### src/rtl/hazard_pkg.sv
// hazard_pkg: shared forward-select, result-source and memory-wait FSM encodings for hazard_unit
package hazard_pkg;
  typedef enum logic [1:0] {FWD_REG = 2'b00, FWD_W = 2'b01, FWD_M_ALU = 2'b10, FWD_M_PC4 = 2'b11} fwd_sel_t;
  localparam logic [1:0] RES_ALU = 2'b00, RES_MEM = 2'b01, RES_PC4 = 2'b10;
  typedef enum logic {IDLE, WAIT} mem_state_t;
endpackage

### src/rtl/hazard_unit_if.sv
// hazard_unit_if: stage addresses/controls in (core as master), stall/flush/forward selects and perf counters out (hazard unit as slave)
interface hazard_unit_if #(parameter int REG_ADDR_W = 5, parameter int CNT_W = 32);
  logic [REG_ADDR_W-1:0] RS1_D, RS2_D, RS1_E, RS2_E, RD_E, RD_M, RD_W;
  logic REG_W_En_E, REG_W_En_M, REG_W_En_W, MEM_Req_M, Branch_Taken_E;
  logic [1:0] Result_Src_Sel_E, Result_Src_Sel_M;
  logic PC_En, Stall_D, Stall_E, Stall_M, Flush_D, Flush_E, Flush_W;
  logic [1:0] Fwd_A_E, Fwd_B_E;
  logic [CNT_W-1:0] Stall_Cnt, Flush_Cnt;
  modport master(
    output RS1_D, RS2_D, RS1_E, RS2_E, RD_E, RD_M, RD_W, REG_W_En_E, REG_W_En_M, REG_W_En_W,
           MEM_Req_M, Branch_Taken_E, Result_Src_Sel_E, Result_Src_Sel_M,
    input  PC_En, Stall_D, Stall_E, Stall_M, Flush_D, Flush_E, Flush_W, Fwd_A_E, Fwd_B_E, Stall_Cnt, Flush_Cnt
  );
  modport slave(
    input  RS1_D, RS2_D, RS1_E, RS2_E, RD_E, RD_M, RD_W, REG_W_En_E, REG_W_En_M, REG_W_En_W,
           MEM_Req_M, Branch_Taken_E, Result_Src_Sel_E, Result_Src_Sel_M,
    output PC_En, Stall_D, Stall_E, Stall_M, Flush_D, Flush_E, Flush_W, Fwd_A_E, Fwd_B_E, Stall_Cnt, Flush_Cnt
  );
endinterface

### src/rtl/mem_wait_ctrl.sv
// mem_wait_ctrl: holds the pipe MEM_LATENCY cycles per data-memory access; ports CLK, RST, req in, mem_stall out
module mem_wait_ctrl
  import hazard_pkg::*;
#(
  parameter int MEM_LATENCY = 0
) (
  input  logic CLK,
  input  logic RST,
  input  logic req,
  output logic mem_stall
);
  localparam int CW = MEM_LATENCY > 1 ? $clog2(MEM_LATENCY) : 1;
  mem_state_t state;
  logic [CW-1:0] cnt;
  logic served, start;
  assign start = state == IDLE && req && !served && MEM_LATENCY > 0;
  assign mem_stall = state == WAIT || start;
  always_ff @(posedge CLK)
    if (RST) begin
      state <= IDLE;
      cnt <= '0;
      served <= 1'b0;
    end else if (state == WAIT) begin
      cnt <= cnt - CW'(1);
      state <= cnt == CW'(1) ? IDLE : WAIT;
      served <= cnt == CW'(1);
    end else begin
      state <= start && MEM_LATENCY > 1 ? WAIT : IDLE;
      cnt <= start ? CW'(MEM_LATENCY - 1) : cnt;
      served <= start && MEM_LATENCY == 1;
    end
endmodule

### src/rtl/hazard_unit.sv
// hazard_unit: load-use/interlock stall, branch flush, E-stage forwarding, memory wait and saturating perf counters; ports CLK, RST, hz (slave)
module hazard_unit
  import hazard_pkg::*;
#(
  parameter int REG_ADDR_W = 5,
  parameter int MEM_LATENCY = 0,
  parameter int FWD_EN = 1,
  parameter int CNT_W = 32
) (
  input  logic CLK,
  input  logic RST,
  hazard_unit_if.slave hz
);
  logic mem_stall, hit_e, hit_m, hazard, ms, br, lu;
  logic [CNT_W-1:0] stall_cnt, flush_cnt;
  function automatic logic hit(input logic [REG_ADDR_W-1:0] rd, input logic [REG_ADDR_W-1:0] rs);
    return rd == rs && rd != '0;
  endfunction
  function automatic fwd_sel_t fwd(input logic [REG_ADDR_W-1:0] rs, input logic wm, input logic [REG_ADDR_W-1:0] rd_m,
                                   input logic [1:0] res_m, input logic ww, input logic [REG_ADDR_W-1:0] rd_w);
    return FWD_EN == 0 ? FWD_REG :
           wm && hit(rd_m, rs) ? (res_m == RES_PC4 ? FWD_M_PC4 : FWD_M_ALU) :
           ww && hit(rd_w, rs) ? FWD_W : FWD_REG;
  endfunction
  mem_wait_ctrl #(.MEM_LATENCY(MEM_LATENCY)) u_mem_wait (
    .CLK(CLK),
    .RST(RST),
    .req(hz.MEM_Req_M),
    .mem_stall(mem_stall)
  );
  // Priority: memory wait, then branch (D is wrong-path), then load-use/interlock.
  always_comb begin
    hit_e = hz.REG_W_En_E && (hit(hz.RD_E, hz.RS1_D) || hit(hz.RD_E, hz.RS2_D));
    hit_m = hz.REG_W_En_M && (hit(hz.RD_M, hz.RS1_D) || hit(hz.RD_M, hz.RS2_D));
    hazard = FWD_EN != 0 ? hit_e && hz.Result_Src_Sel_E == RES_MEM : hit_e || hit_m;
    ms = !RST && mem_stall;
    br = !RST && !ms && hz.Branch_Taken_E;
    lu = !RST && !ms && !br && hazard;
    hz.PC_En = !(ms || lu);
    hz.Stall_D = ms || lu;
    hz.Stall_E = ms;
    hz.Stall_M = ms;
    hz.Flush_W = ms;
    hz.Flush_D = br;
    hz.Flush_E = br || lu;
    hz.Fwd_A_E = RST ? FWD_REG : fwd(hz.RS1_E, hz.REG_W_En_M, hz.RD_M, hz.Result_Src_Sel_M, hz.REG_W_En_W, hz.RD_W);
    hz.Fwd_B_E = RST ? FWD_REG : fwd(hz.RS2_E, hz.REG_W_En_M, hz.RD_M, hz.Result_Src_Sel_M, hz.REG_W_En_W, hz.RD_W);
  end
  always_ff @(posedge CLK)
    if (RST) begin
      stall_cnt <= '0;
      flush_cnt <= '0;
    end else begin
      stall_cnt <= stall_cnt + CNT_W'((ms || lu) && stall_cnt != '1);
      flush_cnt <= flush_cnt + CNT_W'(br && flush_cnt != '1);
    end
  assign hz.Stall_Cnt = stall_cnt;
  assign hz.Flush_Cnt = flush_cnt;
endmodule

### src/flat_wrapper.sv
// flat-port wrapper written by rule: the top's interface ports become plain ports
module hazard_unit_flat import hazard_pkg::*;
#(
  parameter int REG_ADDR_W = 5,
  parameter int MEM_LATENCY = 0,
  parameter int FWD_EN = 1,
  parameter int CNT_W = 32
)
  (CLK, RST, hz_RS1_D, hz_RS2_D, hz_RS1_E, hz_RS2_E, hz_RD_E, hz_RD_M, hz_RD_W, hz_REG_W_En_E, hz_REG_W_En_M, hz_REG_W_En_W, hz_MEM_Req_M, hz_Branch_Taken_E, hz_Result_Src_Sel_E, hz_Result_Src_Sel_M, hz_PC_En, hz_Stall_D, hz_Stall_E, hz_Stall_M, hz_Flush_D, hz_Flush_E, hz_Flush_W, hz_Fwd_A_E, hz_Fwd_B_E, hz_Stall_Cnt, hz_Flush_Cnt);
  hazard_unit_if #(.REG_ADDR_W(REG_ADDR_W), .CNT_W(CNT_W)) hz_i ();
  input  logic CLK;
  input  logic RST;
  input wire logic [$bits(hz_i.RS1_D)-1:0] hz_RS1_D;
  input wire logic [$bits(hz_i.RS2_D)-1:0] hz_RS2_D;
  input wire logic [$bits(hz_i.RS1_E)-1:0] hz_RS1_E;
  input wire logic [$bits(hz_i.RS2_E)-1:0] hz_RS2_E;
  input wire logic [$bits(hz_i.RD_E)-1:0] hz_RD_E;
  input wire logic [$bits(hz_i.RD_M)-1:0] hz_RD_M;
  input wire logic [$bits(hz_i.RD_W)-1:0] hz_RD_W;
  input wire logic [$bits(hz_i.REG_W_En_E)-1:0] hz_REG_W_En_E;
  input wire logic [$bits(hz_i.REG_W_En_M)-1:0] hz_REG_W_En_M;
  input wire logic [$bits(hz_i.REG_W_En_W)-1:0] hz_REG_W_En_W;
  input wire logic [$bits(hz_i.MEM_Req_M)-1:0] hz_MEM_Req_M;
  input wire logic [$bits(hz_i.Branch_Taken_E)-1:0] hz_Branch_Taken_E;
  input wire logic [$bits(hz_i.Result_Src_Sel_E)-1:0] hz_Result_Src_Sel_E;
  input wire logic [$bits(hz_i.Result_Src_Sel_M)-1:0] hz_Result_Src_Sel_M;
  output wire logic [$bits(hz_i.PC_En)-1:0] hz_PC_En;
  output wire logic [$bits(hz_i.Stall_D)-1:0] hz_Stall_D;
  output wire logic [$bits(hz_i.Stall_E)-1:0] hz_Stall_E;
  output wire logic [$bits(hz_i.Stall_M)-1:0] hz_Stall_M;
  output wire logic [$bits(hz_i.Flush_D)-1:0] hz_Flush_D;
  output wire logic [$bits(hz_i.Flush_E)-1:0] hz_Flush_E;
  output wire logic [$bits(hz_i.Flush_W)-1:0] hz_Flush_W;
  output wire logic [$bits(hz_i.Fwd_A_E)-1:0] hz_Fwd_A_E;
  output wire logic [$bits(hz_i.Fwd_B_E)-1:0] hz_Fwd_B_E;
  output wire logic [$bits(hz_i.Stall_Cnt)-1:0] hz_Stall_Cnt;
  output wire logic [$bits(hz_i.Flush_Cnt)-1:0] hz_Flush_Cnt;
  assign hz_i.RS1_D = hz_RS1_D;
  assign hz_i.RS2_D = hz_RS2_D;
  assign hz_i.RS1_E = hz_RS1_E;
  assign hz_i.RS2_E = hz_RS2_E;
  assign hz_i.RD_E = hz_RD_E;
  assign hz_i.RD_M = hz_RD_M;
  assign hz_i.RD_W = hz_RD_W;
  assign hz_i.REG_W_En_E = hz_REG_W_En_E;
  assign hz_i.REG_W_En_M = hz_REG_W_En_M;
  assign hz_i.REG_W_En_W = hz_REG_W_En_W;
  assign hz_i.MEM_Req_M = hz_MEM_Req_M;
  assign hz_i.Branch_Taken_E = hz_Branch_Taken_E;
  assign hz_i.Result_Src_Sel_E = hz_Result_Src_Sel_E;
  assign hz_i.Result_Src_Sel_M = hz_Result_Src_Sel_M;
  assign hz_PC_En = hz_i.PC_En;
  assign hz_Stall_D = hz_i.Stall_D;
  assign hz_Stall_E = hz_i.Stall_E;
  assign hz_Stall_M = hz_i.Stall_M;
  assign hz_Flush_D = hz_i.Flush_D;
  assign hz_Flush_E = hz_i.Flush_E;
  assign hz_Flush_W = hz_i.Flush_W;
  assign hz_Fwd_A_E = hz_i.Fwd_A_E;
  assign hz_Fwd_B_E = hz_i.Fwd_B_E;
  assign hz_Stall_Cnt = hz_i.Stall_Cnt;
  assign hz_Flush_Cnt = hz_i.Flush_Cnt;
  hazard_unit #(.REG_ADDR_W(REG_ADDR_W), .MEM_LATENCY(MEM_LATENCY), .FWD_EN(FWD_EN), .CNT_W(CNT_W)) u_core (.CLK(CLK), .RST(RST), .hz(hz_i));
endmodule
### config.mk
export PLATFORM = sky130hd
export DESIGN_NAME = hazard_unit_flat
export DESIGN_NICKNAME = d
export VERILOG_FILES = /design/src/rtl/hazard_pkg.sv /design/src/rtl/hazard_unit_if.sv /design/src/rtl/mem_wait_ctrl.sv /design/src/rtl/hazard_unit.sv /design/src/flat_wrapper.sv
export SDC_FILE = /design/constraint.sdc
export NUM_CORES = 1
export LEC_CHECK = 0
export CORE_MARGIN = 3
export CORE_UTILIZATION = 45
export DETAILED_ROUTE_END_ITERATION = 16
export PLACE_DENSITY = 0.8
export SYNTH_ARGS = -nofsm -noshare
export SYNTH_HDL_FRONTEND = slang
export SYNTH_SLANG_ARGS = --single-unit
export TNS_END_PERCENT = 30
### constraint.sdc
create_clock -name CLK -period 3.4 [get_ports CLK]
set_input_delay 0.68 -clock CLK [delete_from_list [all_inputs] [get_ports CLK]]
set_output_delay 0.68 -clock CLK [all_outputs]
set_load 0.05 [all_outputs]
==> results of run 1 <==
-- area by class of cell --
class / instances / area [sq um]
multi-input combinational: 315 / 2030
clock buffer: 12 / 165
fill: 585 / 2270
timing repair buffer: 137 / 1360
sequential: 66 / 1320
tap: 99 / 124
clock inverter: 2 / 12.5
inverter: 11 / 41.3
-- state kept, by name, indices dropped and copies added (netlist names) --
name                         flops
u_core.hz.Stall_Cnt             32
u_core.u_mem_wait.mem_stall      1
u_core.u_mem_wait.cnt            1
u_core.hz.Flush_Cnt             32
-- cell usage after synthesis --
library cell	count	share of area
and3_1	5	0.0091
nor2_1	59	0.064
and2_1	1	0.0018
nor4_4	1	0.0062
nor4_1	17	0.031
nand2b_1	1	0.0018
a41o_1	1	0.0029
nand2_1	19	0.021
o31a_1	1	0.0025
buf_1	3	0.0033
and4_1	6	0.015
nand3_1	29	0.042
a31oi_1	1	0.0018
a21o_1	1	0.0022
nand4_4	1	0.0062
o21ai_0	11	0.016
nor4bb_1	1	0.0029
nor3b_1	1	0.0022
nand4_2	2	0.0073
nor2b_1	7	0.013
or4_1	6	0.013
xnor2_1	61	0.16
or3_1	13	0.024
a21oi_1	10	0.015
nor4_2	1	0.0036
nand4_1	12	0.022
dfxtp_1	66	0.38
buf_2	2	0.0029
o22ai_1	1	0.0018
xor2_1	22	0.056
clkbuf_1	9	0.0098
ha_1	4	0.015
inv_1	11	0.012
nor3_1	20	0.029
buf_4	2	0.0044
-- where the power goes --
| group | leakage, nW | switching (mW) | internal, mW |
|---|---|---|---|
| Combinational | 1.08 | 0.0701 | 0.0847 |
| Sequential | 0.532 | 0.00181 | 0.774 |
| Clock | 0.0903 | 0.281 | 0.315 |
-- worst max path at each step --
stage	to	start	slack, ns
2_1_floorplan	hz_Fwd_B_E[0]	RST	-0.09
3_3_place_gp	u_core.hz.Stall_Cnt[30]	hz_Branch_Taken_E	-0.05
3_5_place_dp	u_core.hz.Stall_Cnt[30]	hz_Branch_Taken_E	-0.17
4_1_cts	hz_Stall_D	hz_RD_E[2]	0.10
5_1_grt	u_core.hz.Stall_Cnt[26]	hz_Branch_Taken_E	0.007
6_report	hz_Stall_D	hz_RD_E[1]	0.14
-- per-layer routing --
layer	global-route usage	vias up
li1	-	1671
met1	0.271	1601
met2	0.390	97
met3	0.0523	7
met4	0.0537	0
met5	0	-
-- critical path: stages --
cell and delay [ns]:
clkdlybuf4s50_1 0.49, or4_1 0.58, o21ai_1 0.18, nor2_1 0.07
a21oi_2 0.20, buf_4 0.16, inv_1 0.04, buf_4 0.18
-- logic make-up after synthesis --
family,count (synthesis)
DFF,66
buffers and inverters,27
xor gates and xnor gates,83
adders and majority gates,4
and+or+nand+nor,202
AOI/OAI and AO/OA,26
-- per-stage QoR --
step / cell area, sq um / worst slack, ns / std cells / utilization
2_1_floorplan: 3450 / -0.0877 / 408 / -
3_3_place_gp: 4870 / -0.0500 / 628 / 0.665
3_5_place_dp: 4870 / -0.173 / 628 / 0.665
4_1_cts: 5050 / 0.101 / 642 / 0.689
5_1_grt: 5060 / 0.00655 / 642 / 0.691
6_report: 5060 / 0.142 / 642 / 0.691
==> run_results.csv, run 1 <==
group,metric,value,unit
synthesis,syn_area_per_cell,8.42,sq um
critical_path,start_kind,"primary input",
timing,fin_crit,3.26,ns
drt,drt_iter0_markers,97,
timing,period_share,0.958,
drt,drt_pass1_iterations,4,
cts,post_cts_buffers,0,
synthesis,syn_area,3440,sq um
synthesis,yosys.area_share.simple,0.315,
drt,totalWireLength,9260,um
hold_path,hold_path_depth,1,
timing,drv_slew,0,
drt,viasPerCell,5.26,
timing,finalClockSkew,0.00840,ns
timing,tns,0,ns
cts,clk_pin_slew_worst_paths,0.06,ns
drt,ant_nets,0,
critical_path,critPathMaxFanout,3,
drt,vias,3376,
hold_path,hp-class,"register to register",
timing,finalHoldViolations,0,
drt,drt_drc_violations_left,0,
drt,wl_met2,4860,um
synthesis,synth_cell_types,35,
synthesis,yosys_warnings,0,
critical_path,worst-setup-path-type,"primary input to primary output",
cts,h-tree-depth,3,
synthesis,synth-compound-area-share,0.0419,
floorplan,die_w,93.4,um
synthesis,synth-xor-area-share,0.212,
critical_path,r2r_slack,0.62,ns
critical_path,crit-reg2reg-launch,"u_core.hz.Flush_Cnt[3]",
drt,routed.top_layer,"met4",
hold_path,hold_end,"u_core.u_mem_wait.mem_stall",
synthesis,syn-num-nets,458,
global_route,grt_pass1_wl,15600,um
floorplan,die_area,8720,sq um
critical_path,worstPathRequired,2.72,ns
global_route,grt_overflow_total,0,
synthesis,synth_fa_ha_area_frac,0.0146,
global_route,grt_pass1_vias,3258,
cts,clk_latency,0.33,ns
global_route,track_usage,0.221,
cts,cts-buffers-inserted,9,
global_route,grt_max_degree,36,
critical_path,r2r-end,"u_core.hz.Flush_Cnt[28]",
place,post-dp-hpwl,7100,um
timing,rsz0062_at_grt,"no",
timing,tightest_slew,0.526,ns
floorplan,io_pins,121,
synthesis,muxShareOfSynthArea,0,
critical_path,rr_worst_depth,10,
timing,max_slew_margin,0.648,
cts,cts.root.buffer_cell,"clkbuf_8",
run,maxCapViolations,0,
drt,wl_met3,466,um
critical_path,critPathArrivalTime,2.58,ns
timing,setup_viol,0,
drt,wl_met1,3880,um
cts,cts_hold_buf,0,
cts,cts_resized,0,
hold_path,min_from,"u_core.u_mem_wait.cnt",
synthesis,ys_ff_latch,66,
final_layout,mostFrequentLayoutCell,"clkdlybuf4s50_1",
final_layout,fin_nets,590,
floorplan,start_util,0.469,
floorplan,dieHeight,93.4,um
power,p_leak,1.70,nW
cts,cts_tree,"built",
place,numPortBuffers,119,
synthesis,seq_area_frac_synth,0.384,
synthesis,synth_top_family_by_area,"simple AND/OR/NAND/NOR gates",
cts,clock-sinks,66,
power,ir_worst_vdd,192,uV
floorplan,std_cell_rows,31,
timing,max_freq,307,MHz
final_layout,drive_gt1_frac,0.0958,
final_layout,syn2layout_area_growth,47.3,%
final_layout,layout_common_cells,"clkdlybuf4s50_1 (110), dfxtp_1 (66), xnor2_1 (61)",
timing,hold_slack,0.446,ns
global_route,grt_antenna_before_repair,0,
synthesis,netlist_instances,408,
power,power_density,302,nW/um^2
critical_path,end_kind,"primary output",
drt,wire_per_inst,14.4,um
cts,clock_path_buffers,2,
floorplan,fp.coreArea,7330,sq um
run_status,status,"finished clean",
final_layout,diodes,0,
place,globalplace.congestion,0.877,
power,p_total,1.53,mW
Power figures use the tool's default switching activity.
==> run 2: changes to the inputs <==
CORE_UTILIZATION = 46   (was 45)
PLACE_DENSITY = 0.81   (was 0.8)
SYNTH_HIERARCHICAL = 1   (was unset)
==> run 2 against run 1 <==
Sequential share of layout area decreased by 0.65 points. Register-to-register slack got worse by 0.28 ns. Setup slack improved by 0.013 ns. Sequential power about the same. Via count increased by 9.1%. Critical path type is now primary input to register. Critical endpoint is now u_core/hz.Stall_Cnt[16]. Highest routed layer unchanged.
==> run_results.csv, run 2 <==
group,metric,value,unit
run_status,status,"finished clean",
cts,clock_path_buffers,2,
floorplan,start_util,0.485,
synthesis,ys_ff_latch,66,
cts,cts.root.buffer_cell,"clkbuf_8",
cts,clk_pin_slew_worst_paths,0.07,ns
final_layout,instances_no_fill,653,
synthesis,synth_edf_count,0,
synthesis,syn_area,3610,sq um
global_route,grt_antenna_before_repair,0,
synthesis,syn_area_per_cell,8.56,sq um
global_route,grt_pass1_wl,15700,um
synthesis,syn-num-nets,472,
timing,hold_slack,0.459,ns
synthesis,yosys_warnings,6,
critical_path,path_cells,"clkdlybuf4s50_1 > nor4bb_1 > buf_4 > o211a_1 > o32ai_1 > nor2_1 > ha_1 > ha_1 > and3_1 > nand2_1 > buf_4 > or4_1 > a21oi_1",
synthesis,synth_top_family_by_area,"simple AND/OR/NAND/NOR gates",
synthesis,muxShareOfSynthArea,0.0156,
final_layout,n_fill_cell,607,
final_layout,drive_gt1_frac,0.114,
synthesis,synthTopCellsByCount,"dfxtp_1 (66), nor2_1 (36), a21oi_1 (32), xor2_1 (32), or4_1 (30)",
critical_path,critPathArrivalTime,3.50,ns
global_route,grt_pass1_vias,3336,
final_layout,fin_nets,599,
drt,drt_pass1_iterations,7,
synthesis,yosysMostFrequentCell,"dfxtp_1",
synthesis,synthTopCellsByArea,"dfxtp_1 (37%), xor2_1 (7.8%), or4_1 (6.2%), xnor2_1 (5.6%), o31ai_1 (5.4%)",
cts,post_cts_buffers,0,
timing,max_freq,308,MHz
global_route,grt_overflow_total,0,
synthesis,yosys.area_share.simple,0.302,
floorplan,fp.coreArea,7450,sq um
place,numPortBuffers,119,
place,dp_cells,637,
place,globalplace.congestion,0.828,
drt,drt_iter0_markers,171,
synthesis,synth_fa_ha_area_frac,0.0139,
timing,rsz0062_at_grt,"no",
synthesis,synth_top_area_frac,0.366,
power,p_leak,1.78,nW
cts,cts-buffers-inserted,9,
timing,setup_slack,0.155,ns
synthesis,synth-async-reset-ratio,0,
critical_path,end_kind,"register",
cts,cts_resized,0,
cts,clock-sinks,66,
timing,finalClockSkew,0.0119,ns
drt,drt_drc_violations_left,0,
final_layout,syn2layout_area_growth,45.1,%
critical_path,critPathMaxFanout,11,
drt,vias,3684,
critical_path,start_kind,"primary input",
timing,period_share,0.954,
drt,wire_per_inst,15.0,um
cts,clk_latency,0.33,ns
drt,totalWireLength,9820,um
power,ir_worst_vdd,165,uV
global_route,track_usage,0.219,
timing,finalHoldViolations,0,
critical_path,worstPathRequired,3.65,ns
final_layout,diodes,0,
floorplan,dieHeight,94.6,um
global_route,grt_max_degree,37,
critical_path,worst-setup-path-type,"primary input to register",
final_layout,final_util,0.704,
final_layout,layout_common_cells,"clkdlybuf4s50_1 (111), dfxtp_1 (56), nor2_1 (36)",
place,post-dp-hpwl,7390,um
synthesis,netlist_instances,422,
drt,ant_nets,0,
synthesis,synth-compound-area-share,0.130,
cts,h-tree-depth,3,
timing,max_slew_margin,0.625,
power,power_density,300,nW/um^2
critical_path,slowest_delay,0.48,ns
synthesis,seq_area_frac_synth,0.366,
critical_path,crit_slowest_cell,"or4_1",
timing,tns,0,ns
timing,fin_crit,3.24,ns
run,maxCapViolations,0,
floorplan,io_pins,121,
synthesis,synth-xor-area-share,0.133,
place,pre_cts_slack,-0.129,ns
synthesis,yosysTopAreaCell,"dfxtp_1",
floorplan,std_cell_rows,31,
hold_path,hp-class,"register to register",
timing,setup_viol,0,
cts,cts_tree,"built",
timing,drv_slew,0,
final_layout,mostFrequentLayoutCell,"clkdlybuf4s50_1",
synthesis,synth_cell_types,42,
timing,tightest_slew,0.560,ns
floorplan,die_area,8950,sq um
cts,cts_hold_buf,0,
floorplan,die_w,94.6,um
synthesis,synth_ff_type,"dfxtp_1",
drt,viasPerCell,5.64,
==> run 2: cell types whose count changed after synthesis, moves of 6 or more <==
| cell | before | now |
|---|---|---|
| xnor2_1 | 61 | 23 |
| o31ai_1 | 0 | 26 |
| or4_1 | 6 | 30 |
| nor2_1 | 59 | 36 |
| a21oi_1 | 10 | 32 |
| nor3_1 | 20 | 7 |
| nor4_1 | 17 | 6 |
| xor2_1 | 22 | 32 |
| clkbuf_1 | 9 | 15 |
| or3_1 | 13 | 7 |
==> run 2: power breakdown <==
part / switching, mW / internal (mW) / total [mW]
Combinational: 0.0744 / 0.0851 / 0.160
Sequential: 0.00191 / 0.774 / 0.776
Clock: 0.300 / 0.337 / 0.637
Total: 0.376 / 1.20 / 1.57
==> run 2: cell families after synthesis <==
group	count (synthesis)
AO/OA/AOI/OAI	75
XOR/XNOR	55
adder cells (fa/ha/maj)	4
buffers and inverters	32
flip-flops	66
multiplexers	5
AND/OR/NAND/NOR	185
==> run 2: final timing paths <==
kind / start / endpoint / slack [ns] / cells past startpoint
hold / removal: u_core/u_mem_wait/cnt / u_core/u_mem_wait/mem_stall / 0.46 / 1
setup reg to reg: u_core/hz.Stall_Cnt[8] / u_core/hz.Stall_Cnt[8] / 0.34 / 12
hold reg to reg: u_core/u_mem_wait/cnt / u_core/u_mem_wait/mem_stall / 0.46 / 1
setup / recovery: hz_Branch_Taken_E / u_core/hz.Stall_Cnt[16] / 0.16 / 13
==> run 2: metrics by stage <==
stage                     instance area, sq um  total power, mW
final                                     5240             1.57
after global routing                      5240             1.63
after CTS                                 5240             1.59
after detailed placement                  5050            0.954
after global placement                    5050            0.950
after floorplan                           3640            0.864
==> run 2: metal layers <==
layer | up-vias | global-route usage | wire [um]
met5 | - | 0 | 0
met4 | 0 | 0.0733 | 127
met3 | 10 | 0.0598 | 693
met2 | 130 | 0.362 | 4830
met1 | 1728 | 0.275 | 4180
li1 | 1816 | - | -
==> run 2: final cells by class <==
type / count / area (sq um) / area share
Multi-Input combinational cell: 324 / 2160 / 0.413
Timing Repair Buffer: 140 / 1400 / 0.267
Sequential cell: 66 / 1330 / 0.255
Clock buffer: 11 / 131 / 0.0251
Tap cell: 99 / 124 / 0.0236
Clock inverter: 5 / 55.1 / 0.0105
Inverter: 8 / 30.0 / 0.00573
==> run 2: worst max-delay path, delay by kind of cell <==
family          cells  cell delay [ns]
compound gates      3             0.44
fa+ha+maj           2             0.36
buf+inv             3             0.84
simple gates        5             1.20
==> run 3: changes to the inputs <==
CTS_CLUSTER_DIAMETER = 80   (was unset)
==> results of run 3 <==
Same layout as run 2: the final DEF is identical, and so are final timing and power.
